`config.mk`:
```
export PLATFORM = sky130hd
export DESIGN_NAME = cdm16_mem_arbiter_flat
export DESIGN_NICKNAME = d
export VERILOG_FILES = /design/src/rtl/cdm16_mem_arbiter_if.sv /design/src/rtl/cdm16_mem_arbiter.sv /design/src/flat_wrapper.sv
export SDC_FILE = /design/constraint.sdc
export NUM_CORES = 1
export LEC_CHECK = 0
export ABC_AREA = 0
export CAP_MARGIN = 20
export CORE_MARGIN = 3
export CORE_UTILIZATION = 30
export CTS_CLUSTER_DIAMETER = 150
export DETAILED_ROUTE_END_ITERATION = 8
export PLACE_DENSITY = 0.66
export SETUP_SLACK_MARGIN = 0.02
export SYNTH_ARGS = -nofsm -noshare
export SYNTH_HDL_FRONTEND = slang
export SYNTH_SLANG_ARGS = --single-unit
```
`constraint.sdc`:
```
create_clock -name clock -period 2.2 [get_ports clock]
set_input_delay 0.44 -clock clock [delete_from_list [all_inputs] [get_ports clock]]
set_output_delay 0.44 -clock clock [all_outputs]
set_load 0.01 [all_outputs]
```
`src/rtl/cdm16_mem_arbiter_if.sv`:
```
// cdm16_mem_arbiter_if: CPU, debug and BRAM signal bundle for the cdm16 memory arbiter
//   slave  : arbiter side (takes cpu_*/dbg_* requests and mem_in, drives BRAM and responses)
//   master : environment side (CPU, debug port and BRAM model)
interface cdm16_mem_arbiter_if #(
  parameter int ADDR_W = 15,
  parameter int DATA_W = 16
);
  logic              cpu_req;
  logic [ADDR_W-1:0] cpu_addr;
  logic [1:0]        cpu_we;
  logic [DATA_W-1:0] cpu_wdata;
  logic [DATA_W-1:0] cpu_rdata;
  logic              cpu_hold;
  logic              dbg_req;
  logic [ADDR_W-1:0] dbg_addr;
  logic [1:0]        dbg_we;
  logic [DATA_W-1:0] dbg_wdata;
  logic              dbg_ack;
  logic [DATA_W-1:0] dbg_rdata;
  logic [ADDR_W-1:0] mem_addr;
  logic [DATA_W-1:0] mem_out;
  logic [DATA_W-1:0] mem_in;
  logic              mem_en;
  logic [1:0]        mem_write;
  modport slave (
    input  cpu_req, cpu_addr, cpu_we, cpu_wdata, dbg_req, dbg_addr, dbg_we, dbg_wdata, mem_in,
    output cpu_rdata, cpu_hold, dbg_ack, dbg_rdata, mem_addr, mem_out, mem_en, mem_write
  );
  modport master (
    output cpu_req, cpu_addr, cpu_we, cpu_wdata, dbg_req, dbg_addr, dbg_we, dbg_wdata, mem_in,
    input  cpu_rdata, cpu_hold, dbg_ack, dbg_rdata, mem_addr, mem_out, mem_en, mem_write
  );
endinterface

```
`src/rtl/cdm16_mem_arbiter.sv`:
```
// cdm16_mem_arbiter: shares one single-port BRAM between the cdm16 CPU and a debug/loader port
//   clock, reset : system clock, synchronous active-high reset
//   bus (slave)  : cpu_* CPU side, dbg_* debug side, mem_* BRAM side
module cdm16_mem_arbiter #(
  parameter int ADDR_W = 15,
  parameter int DATA_W = 16,
  parameter int MIN_CPU_CYCLES = 4
) (
  input logic clock,
  input logic reset,
  cdm16_mem_arbiter_if.slave bus
);
  localparam int CW = MIN_CPU_CYCLES > 0 ? $clog2(MIN_CPU_CYCLES + 1) : 1;
  typedef enum logic [1:0] {CPU, HOLD, DACC, DRESP} state_t;
  state_t            state;
  logic [CW-1:0]     cooldown;
  logic [ADDR_W-1:0] cap_addr;
  logic [1:0]        cap_we;
  logic [DATA_W-1:0] cap_wdata;
  logic              hold_r;
  logic              ack_r;
  logic [DATA_W-1:0] rdata_r;
  always_ff @(posedge clock) begin
    if (reset) begin
      state     <= CPU;
      cooldown  <= '0;
      cap_addr  <= '0;
      cap_we    <= '0;
      cap_wdata <= '0;
      hold_r    <= 1'b0;
      ack_r     <= 1'b0;
      rdata_r   <= '0;
    end else begin
      ack_r <= 1'b0;
      case (state)
        CPU:
          // the ack cycle still sees the finished request's dbg_req: it neither counts down nor captures
          if (!ack_r) begin
            if (cooldown != '0) cooldown <= cooldown - 1'b1;
            else if (bus.dbg_req) begin
              cap_addr  <= bus.dbg_addr;
              cap_we    <= bus.dbg_we;
              cap_wdata <= bus.dbg_wdata;
              hold_r    <= 1'b1;
              state     <= HOLD;
            end
          end
        HOLD: if (!bus.cpu_req) state <= DACC;
        DACC: state <= DRESP;
        DRESP: begin
          if (cap_we == 2'b00) rdata_r <= bus.mem_in;
          ack_r    <= 1'b1;
          hold_r   <= 1'b0;
          cooldown <= CW'(MIN_CPU_CYCLES);
          state    <= CPU;
        end
        default: state <= CPU;
      endcase
    end
  end
  assign bus.mem_en    = !reset && (state == CPU ? bus.cpu_req : state == DACC);
  assign bus.mem_write = reset ? 2'b00 : state == CPU ? bus.cpu_we & {2{bus.cpu_req}} : state == DACC ? cap_we : 2'b00;
  assign bus.mem_addr  = state == CPU ? bus.cpu_addr : cap_addr;
  assign bus.mem_out   = state == CPU ? bus.cpu_wdata : state == DACC ? cap_wdata : '0;
  assign bus.cpu_rdata = bus.mem_in;
  assign bus.cpu_hold  = hold_r;
  assign bus.dbg_ack   = ack_r;
  assign bus.dbg_rdata = rdata_r;
endmodule

```
`src/flat_wrapper.sv`:
```
// flat-port wrapper written by rule: the top's interface ports become plain ports
module cdm16_mem_arbiter_flat 
#(
  parameter int ADDR_W = 15,
  parameter int DATA_W = 16,
  parameter int MIN_CPU_CYCLES = 4
)
  (clock, reset, bus_cpu_req, bus_cpu_addr, bus_cpu_we, bus_cpu_wdata, bus_dbg_req, bus_dbg_addr, bus_dbg_we, bus_dbg_wdata, bus_mem_in, bus_cpu_rdata, bus_cpu_hold, bus_dbg_ack, bus_dbg_rdata, bus_mem_addr, bus_mem_out, bus_mem_en, bus_mem_write);
  cdm16_mem_arbiter_if #(.ADDR_W(ADDR_W), .DATA_W(DATA_W)) bus_i ();
  input logic clock;
  input logic reset;
  input wire logic [$bits(bus_i.cpu_req)-1:0] bus_cpu_req;
  input wire logic [$bits(bus_i.cpu_addr)-1:0] bus_cpu_addr;
  input wire logic [$bits(bus_i.cpu_we)-1:0] bus_cpu_we;
  input wire logic [$bits(bus_i.cpu_wdata)-1:0] bus_cpu_wdata;
  input wire logic [$bits(bus_i.dbg_req)-1:0] bus_dbg_req;
  input wire logic [$bits(bus_i.dbg_addr)-1:0] bus_dbg_addr;
  input wire logic [$bits(bus_i.dbg_we)-1:0] bus_dbg_we;
  input wire logic [$bits(bus_i.dbg_wdata)-1:0] bus_dbg_wdata;
  input wire logic [$bits(bus_i.mem_in)-1:0] bus_mem_in;
  output wire logic [$bits(bus_i.cpu_rdata)-1:0] bus_cpu_rdata;
  output wire logic [$bits(bus_i.cpu_hold)-1:0] bus_cpu_hold;
  output wire logic [$bits(bus_i.dbg_ack)-1:0] bus_dbg_ack;
  output wire logic [$bits(bus_i.dbg_rdata)-1:0] bus_dbg_rdata;
  output wire logic [$bits(bus_i.mem_addr)-1:0] bus_mem_addr;
  output wire logic [$bits(bus_i.mem_out)-1:0] bus_mem_out;
  output wire logic [$bits(bus_i.mem_en)-1:0] bus_mem_en;
  output wire logic [$bits(bus_i.mem_write)-1:0] bus_mem_write;
  assign bus_i.cpu_req = bus_cpu_req;
  assign bus_i.cpu_addr = bus_cpu_addr;
  assign bus_i.cpu_we = bus_cpu_we;
  assign bus_i.cpu_wdata = bus_cpu_wdata;
  assign bus_i.dbg_req = bus_dbg_req;
  assign bus_i.dbg_addr = bus_dbg_addr;
  assign bus_i.dbg_we = bus_dbg_we;
  assign bus_i.dbg_wdata = bus_dbg_wdata;
  assign bus_i.mem_in = bus_mem_in;
  assign bus_cpu_rdata = bus_i.cpu_rdata;
  assign bus_cpu_hold = bus_i.cpu_hold;
  assign bus_dbg_ack = bus_i.dbg_ack;
  assign bus_dbg_rdata = bus_i.dbg_rdata;
  assign bus_mem_addr = bus_i.mem_addr;
  assign bus_mem_out = bus_i.mem_out;
  assign bus_mem_en = bus_i.mem_en;
  assign bus_mem_write = bus_i.mem_write;
  cdm16_mem_arbiter #(.ADDR_W(ADDR_W), .DATA_W(DATA_W), .MIN_CPU_CYCLES(MIN_CPU_CYCLES)) u_core (.clock(clock), .reset(reset), .bus(bus_i));
endmodule
```
---- After elaboration in Yosys (flattened, before gate mapping) ----
Index checks and enable logic that the tools add are counted.
word-level totals
  register bits after elaboration ......... 56
  bits in latches ......................... 0
  RAM bits ................................ 0
  memory bits (read-only) ................. 0
  input port bits ......................... 86
  output and inout bits ................... 68
  logic and storage cells ................. 51
  memories ................................ 0
operators by class
  add/subtract/negate cells ............... 1
  $mul .................................... 0
  div/mod/pow operators ................... 0
  magnitude comparators ................... 0
  equal/unequal tests ..................... 8
  shift-type cells ........................ 0
  multiplexer cells ....................... 20
  bitwise operators ....................... 3
  reductions and logical operators ........ 11
operators by type and width
  operator                                                                  number
  16-bit 2-to-1 mux                                                         2
  15-bit 2-to-1 mux                                                         1
  2-bit 2-to-1 mux                                                          7
  4-bit AND reduction                                                       3
  2-bit inequality test (second input constant)                             4
  2-bit case mux with 4 select lines                                        1
  3-bit 2-to-1 mux                                                          2
  3-bit case mux with 2 select lines                                        1
  1-bit 2-to-1 mux                                                          5
  2-bit equality test (second input constant)                               2
  2-bit logical NOT                                                         2
  3-bit AND reduction                                                       1
  3-bit nonzero test                                                        1
  3-bit by 1-bit subtractor with 3-bit output (second input constant)       1
  2-bit AND                                                                 1
  2-bit by 1-bit equality test with 1-bit output (second input constant)    1
  2-bit by 1-bit inequality test with 1-bit output (second input constant)  1
  1-bit NOT                                                                 2
  1-bit case mux with 2 select lines                                        1
  2-bit AND reduction                                                       1
  2-bit nonzero test                                                        1
  1-bit logical AND                                                         1
  1-bit logical NOT                                                         1

---- Longest topological paths before layout ----
Gate-level depths: netlist (run 1).
  word-level depth ........................ 4
  depth in mapped cells ................... 7

---- Worst setup path after synthesis (run 1) ----
No wires, ideal clock.
  path kind ............................... flip-flop to output port
  start ................................... register u_core.state[0]
  end ..................................... output port bus_mem_out[10]
  arrival time ............................ 1435 ps
  data required time ...................... 1760 ps
  setup slack ............................. 325 ps
  cell stages (with the launch flop) ...... 7
  buffers on the path ..................... 2
  path through ............................ dfxtp_1 -> inv_1 -> ha_1 -> clkbuf_1 -> buf_1 -> nand2_1 -> o21ai_0
on the way
  cells in the longest elaborated chain, start to end .. 3
RTL lines
  what                    RTL line                 source
  from (decl)             cdm16_mem_arbiter.sv:15  state_t state;
  from (signal assigned)  cdm16_mem_arbiter.sv:25  state <= CPU;
  from (signal assigned)  cdm16_mem_arbiter.sv:45  state <= HOLD;
  from (signal assigned)  cdm16_mem_arbiter.sv:48  HOLD: if (!bus.cpu_req) state <= DACC;
  2-bit equality test     cdm16_mem_arbiter.sv:64  assign bus.mem_out = state == CPU ? bus.cpu_wdata : state == DACC ? cap_wdata : '0;
  16-bit 2-to-1 mux       cdm16_mem_arbiter.sv:64
  16-bit 2-to-1 mux *     cdm16_mem_arbiter.sv:64
  to (decl)               flat_wrapper.sv:26       output wire logic [$bits(bus_i.mem_out)-1:0] bus_mem_out;
Every way passes the cells marked *; elsewhere a longest branch is shown, timed or not.

---- Worst setup path in the final report (run 1) ----
  start ................................... register u_core.state[0]
  end ..................................... output port bus_mem_addr[14]
on the way
  cells in the longest elaborated chain, start to end .. 2
RTL lines
  what               RTL line                 source
  2-bit logical NOT  cdm16_mem_arbiter.sv:63  assign bus.mem_addr = state == CPU ? bus.cpu_addr : cap_addr;
  15-bit 2-to-1 mux  cdm16_mem_arbiter.sv:63
  to (decl)          flat_wrapper.sv:25       output wire logic [$bits(bus_i.mem_addr)-1:0] bus_mem_addr;
Every way passes these cells.

==> results of run 1 <==
final cells by class:
type,instances,share of cell area
clock inverter,2,0.008401
multi-input combinational,259,0.3230
inverter,9,0.007317
timing repair buffer,174,0.3672
tap,129,0.03496
sequential,56,0.2434
clock buffer,6,0.01572
routing by layer:
| layer | up-vias | track usage | wire length (um) |
|---|---|---|---|
| li1 | 1532 | - | - |
| met1 | 1445 | 0.2186 | 4416 |
| met2 | 106 | 0.3063 | 4642 |
| met3 | 9 | 0.03662 | 608 |
| met4 | 0 | 0.04274 | 94 |
| met5 | - | 0 | 0 |
cells in the mapped netlist (all sizes together), types with 2 or more instances:
cell type	n
o21ai	49
ha	7
nand3	33
dfxtp	56
mux2	15
nand2b	4
nor2	2
a21oi	52
clkbuf	17
nor3b	2
inv	9
o211ai	4
nand2	67
mux2i	4
buf	31
nor2b	3
or4	2
worst max path at each step:
stage | startpoint | endpoint | slack [ns] | depth (start not counted)
after detailed placement | bus_cpu_req | bus_mem_write[1] | -0.24 | 5
final | u_core.state[0] | bus_mem_addr[14] | 0.08 | 5
after global routing | u_core.state[0] | bus_mem_addr[14] | 0.003 | 5
after CTS | u_core.state[0] | bus_mem_addr[1] | 0.006 | 5
after floorplan | u_core.state[0] | bus_mem_out[10] | 0.33 | 6
after global placement | bus_cpu_req | bus_mem_write[1] | -0.20 | 5
critical path: stages, from the launching register on:
cell	delay, ns
dfxtp_2	0.34
inv_2	0.09
ha_4	0.21
buf_12	0.16
mux2_2	0.34
clkdlybuf4s15_1	0.24
metrics by stage:
stage                     TNS [ns]  std cells  hold slack (ns)  total power (uW)  setup slack [ns]
after floorplan                  0        372           0.4514              3262            0.3251
after global placement     -0.5288        621           0.4420              4460           -0.2045
after detailed placement   -0.6330        621           0.4494              4536           -0.2404
after CTS                        0        633           0.4650              5346          0.005773
after global routing             0        635           0.4809              5807          0.002504
final                            0        635           0.4637              5382           0.07916
power by group:
part	internal (uW)	leakage, uW	switching (uW)	total, uW
clock network	345	0.0000558	343	687
registers	1260	0.000457	152	1410
logic	1610	0.00124	1670	3280
sequential cells by signal, summed over array words and instances (netlist names):
name / cells
u_core.bus.cpu_hold: 1
u_core.cap_we: 2
u_core.bus.dbg_rdata: 16
u_core.cap_addr: 15
u_core.cap_wdata: 16
u_core.state: 2
u_core.bus.dbg_ack: 1
u_core.cooldown: 3
layout by cell type, fill, tap and decap left out, drive strengths merged, types with 2 or more instances in the layout:
cell type / instances
clkdlybuf4s50: 118
mux2: 15
inv: 10
dlygate4sd2: 8
nand2: 67
dfxtp: 56
or4: 2
buf: 21
o211ai: 4
mux2i: 4
nand3: 33
nand2b: 4
nor2: 2
nor2b: 3
o21ai: 49
nor3b: 2
ha: 7
a21oi: 52
clkbuf: 17
clkdlybuf4s15: 15
cell families after synthesis:
| kind of cell | after synthesis |
|---|---|
| AO/OA/AOI/OAI | 112 |
| adder cells (fa/ha/maj) | 7 |
| buffers and inverters | 57 |
| flip-flops | 56 |
| multiplexers | 19 |
| AND/OR/NAND/NOR | 121 |
what timing repair did:
action	in CTS	in global routing
pin swaps	1	1
hold buffers	0	0
setup endpoints to repair	34	29
gates resized for setup	48	41
cloned	2	0
setup buffers	2	2
hold endpoints to repair	0	0
==> results.cfg, run 1 <==
[run_status]
status = complete, no violations

[placed_design]
dp_hpwl_um = 6730
place.port_buffers = 153
gp_congestion = 0.7343
place_area_sq_mm = 0.004447

[synth]
syn_inst = 372
yosysSeqAreaShare = 0.3869
ys_warn_count = 0
yosysUniqueCellTypes = 38
synth_edf_count = 0
syn_nets = 465
synth_area_sq_mm = 0.002898
synth.top_cell.area_share = 0.3869
synth_top_family_by_area = compound AO/OA/AOI/OAI gates
synth.area.top_cells = dfxtp_1 (39%), a21oi_1 (9.0%), nand2_1 (8.7%)
synth_fa_ha_area_frac = 0.03022
synthSimpleGateAreaFrac = 0.1973
synthArstFlopShare = 0
synth-compound-area-share = 0.2047
synth.ff_latch_count = 56
ys.flop_type = dfxtp_1
synthMuxAreaShare = 0.07211
yosysTopAreaCell = dfxtp_1
avgSynthCellArea_sq_um = 7.790
synth_xor_area_frac = 0

[setup_path]
crit_path_end_kind = output port
cp_max_fo = 13
reg2reg_to = u_core.cap_wdata[5]
cp_data_arrival_time_ns = 1.68
r2r_start = u_core.state[0]
cp.required_ns = 1.76
worstSetupStartpointType = register
r2r_slack_ns = 0.44
reg2regPathDepth = 7
path_class = register to output port

[pwr]
cellLeakagePower_uw = 0.001751
ir_drop_mv = 0.6634
power_density_mw_per_mm2 = 1166

[cells_and_area]
layout-drive-gt1-share = 0.1285
finish.utilization = 0.4950
ff_latch_area_sq_mm = 0.001124
multi_input_comb_area_sq_mm = 0.001491
fill_cells = 907
final_net_count = 598
postLayoutCellArea_sq_mm = 0.004617
antenna_cells = 0
syn_to_final_growth_pct = 59.33

[min_path]
min_path_cells = 2
hold_path.class = register to register
worstHoldStart = u_core.bus.dbg_rdata[6]
min_to = u_core.bus.dbg_rdata[6]

[routing]
firstDrtPassIters = 4
drt_iter0_markers = 138
detail-route-antenna-nets = 0
vias_per_cell = 4.869
vias = 3092
routedWlPerCell_um = 15.37
remaining_drc_errors = 0
totalWireLength_um = 9762

[sta]
max_slew_margin = 0.3684
slew_viol_final = 0
fmax_mhz = 471.5
finalSetupViolations = 0
fin_crit_sh = 0.9640
rsz0062_at_grt = yes
finalClockSkew_ns = 0.01212
final_hold_viol_count = 0
fin_crit_ns = 2.121
worst_slew_pin_slew_ns = 0.9464

[floorplan]
die_area_sq_mm = 0.01087
initial_utilization = 0.3107
core_area_sq_mm = 0.009328
row_count = 35
die_h_um = 104.3
die_width_um = 104.3
ios = 154

[global_route]
grt_pass1_vias = 3072
grt-ovfl-total = 0
grt_usage = 0.1750
antenna_found_initial = 0
grt_pass1_wl_um = 15710
grt_max_degree = 59

[cts]
clock_latency_ns = 0.31
cts_root_buf = clkbuf_8
cts.sinks = 56
cts_buffer_depth = 2
cts_buffers = 5
clkSlewWorstSetupHoldPaths_ns = 0.11
cts_max_level = 2
cts_tree = built

[run]
cap_violations = 0
(Power assumes the default switching activity.)
==> run 2: changes to the inputs <==
--- a/config.mk
+++ b/config.mk
@@ -10,6 +10,7 @@
 export CORE_MARGIN = 3
 export CORE_UTILIZATION = 30
 export CTS_CLUSTER_DIAMETER = 150
+export CTS_CLUSTER_SIZE = 24
 export DETAILED_ROUTE_END_ITERATION = 8
 export PLACE_DENSITY = 0.66
 export SETUP_SLACK_MARGIN = 0.02
==> results of run 2 <==
Final layout, timing and power as in run 1 (identical DEF).
==> run 3: changes to the inputs <==
--- a/config.mk
+++ b/config.mk
@@ -7,12 +7,11 @@
 export LEC_CHECK = 0
 export ABC_AREA = 0
 export CAP_MARGIN = 20
-export CORE_MARGIN = 3
-export CORE_UTILIZATION = 30
+export CORE_UTILIZATION = 40
 export CTS_CLUSTER_DIAMETER = 150
 export CTS_CLUSTER_SIZE = 24
 export DETAILED_ROUTE_END_ITERATION = 8
-export PLACE_DENSITY = 0.66
+export PLACE_DENSITY = 0.84
 export SETUP_SLACK_MARGIN = 0.02
 export SYNTH_ARGS = -nofsm -noshare
 export SYNTH_HDL_FRONTEND = slang
==> run 3 against run 2 <==
Cell area fell by 0.92%. Largest cell class unchanged. Worst setup slack got worse by 0.0027 ns. Highest routed layer unchanged. Critical path type unchanged. Non-clock buffer count fell by 3. Count of clock-buffer cells in the layout fell by 1. Hold slack got worse by 0.0034 ns. Flip-flop and latch count did not move. Die area fell by 30%. First-iteration DRC count rose by 26%. Register-to-register slack improved by 0.04 ns. Sequential power barely moved.
==> results.cfg, run 3 (synthesis gave the netlist of run 1 again) <==
[run_status]
status = complete, no violations

[cells_and_area]
final_net_count = 595
final_common_cell = clkdlybuf4s50_1
postLayoutCellArea_sq_mm = 0.004574
layout-drive-gt1-share = 0.1292
final_cell_mix = clkdlybuf4s50_1 (118), nand2_1 (67), dfxtp_1 (54)
ff_latch_area_sq_mm = 0.001129
syn_to_final_growth_pct = 57.86
multi_input_comb_area_sq_mm = 0.001498
fill_cells = 583
finish.utilization = 0.6623
antenna_cells = 0

[placed_design]
place_area_sq_mm = 0.004403
place.port_buffers = 153
gp_congestion = 0.8058
dp_hpwl_um = 6077

[floorplan]
ios = 154
initial_utilization = 0.4196
die_area_sq_mm = 0.007589
core_area_sq_mm = 0.006907
die_h_um = 87.12
die_width_um = 87.12
row_count = 30

[cts]
clock_latency_ns = 0.30
cts_root_buf = clkbuf_8
cts_tree = built
cts_hold_buf = 0
cts.sinks = 56
cts_buffers = 5
cts_max_level = 2
clkSlewWorstSetupHoldPaths_ns = 0.11
cts_buffer_depth = 2

[global_route]
grt-ovfl-total = 0
grt_max_degree = 59
grt_pass1_vias = 2857
grt_usage = 0.2198
grt_pass1_wl_um = 13300
antenna_found_initial = 0

[min_path]
hold_path.class = register to register
worstHoldStart = u_core.bus.dbg_rdata[1]

[pwr]
combPwrFrac = 0.597
p_sw_uw = 2111
clkPwrFrac = 0.132
power_density_mw_per_mm2 = 1150
internal-power_uw = 3152
power_uw = 5263
cellLeakagePower_uw = 0.001714
p_seq_frac = 0.271
switching_share = 0.4011
ir_drop_mv = 0.5889

[sta]
fmax_mhz = 470.9
finalSetupViolations = 0
holdWs_ns = 0.4603
finalClockSkew_ns = 0.006861
worst_slew_pin_slew_ns = 0.8464
fin_crit_ns = 2.124
max_slew_margin = 0.4351
tns_ns = 0
final_hold_viol_count = 0
rsz0062_at_grt = yes
slew_viol_final = 0
fin_crit_sh = 0.9652

[routing]
routedWlPerCell_um = 14.18
totalWireLength_um = 8493
remaining_drc_errors = 0
firstDrtPassIters = 4
vias_per_cell = 5.050
drt_iter0_markers = 174
detail-route-antenna-nets = 0
vias = 3025

[setup_path]
crit_start = u_core.state[0]
path_class = register to output port
r2r_start = u_core.state[1]
cp_max_fo = 34
worstSetupStartpointType = register
reg2reg_to = u_core.cooldown[1]
r2r_slack_ns = 0.48
reg2regPathDepth = 6
crit_path_end_kind = output port
cp.required_ns = 1.76
cp_data_arrival_time_ns = 1.68
crit_path_end = bus_mem_out[14]

[run]
cap_violations = 0
## run 3: cell types whose count changed in the layout (fill, tap and decap cells not counted), sizes merged
cell           previous run  this run
clkdlybuf4s15            15        21
clkbuf                   17        13
dlygate4sd2               8         4
buf                      21        20
bufbuf                    1         0
clkinvlp                  0         1
## run 3: timing repair
item | CTS | global route
setup endpoints to repair | 34 | 25
hold endpoints to repair | 0 | 0
pin swaps | 1 | 0
resized for setup | 62 | 37
cloned | 1 | 0
buffers inserted | 4 | 0
## run 3: per-layer routing
metal / part of all wire / wire length, um / global-route usage
met1: 0.43 / 3613 / 0.2608
met2: 0.49 / 4177 / 0.3944
met3: 0.069 / 587 / 0.04834
met4: 0.014 / 115 / 0.06855
met5: 0 / 0 / 0
## run 3: worst max-delay path, stage by stage, from the launching register on
cell and delay (ns):
dfxtp_4 0.39, inv_4 0.05, ha_4 0.19, buf_4 0.15, buf_12 0.15, o21ai_0 0.19, clkdlybuf4s15_1 0.26
## run 3: worst min-delay path by stage
stage / end / depth (start not counted) / slack, ns
after CTS: u_core.bus.dbg_rdata[1] / 2 / 0.46
after global placement: u_core.bus.dbg_rdata[9] / 2 / 0.44
final: u_core.bus.dbg_rdata[1] / 2 / 0.46
after global routing: u_core.bus.dbg_rdata[9] / 2 / 0.48
after floorplan: u_core.cap_addr[10] / 2 / 0.45
after detailed placement: u_core.bus.dbg_rdata[1] / 2 / 0.45
## run 3: stage by stage
| step | cells | setup slack [ns] |
|---|---|---|
| detailed placement | 586 | -0.1943 |
| global placement | 586 | -0.1396 |
| global route | 599 | 0.01524 |
| floorplan | 372 | 0.3251 |
| CTS | 599 | -0.06122 |
| finish | 599 | 0.07648 |
## run 3: final cells by class
cell class | instances | share of cell area
Clock buffer | 5 | 0.01504
Clock inverter | 3 | 0.01012
Inverter | 9 | 0.008479
Multi-Input combinational cell | 259 | 0.3274
Sequential cell | 56 | 0.2467
Tap cell | 96 | 0.02626
Timing Repair Buffer | 171 | 0.3660
## run 3: power by group through the flow
stage | clock network (uW) | registers [uW] | logic (uW)
after floorplan | 0 | 1390 | 1870
after global placement | 0 | 1420 | 2970
after detailed placement | 0 | 1430 | 3050
after CTS | 702 | 1420 | 3130
after global routing | 737 | 1450 | 3440
final | 695 | 1420 | 3140
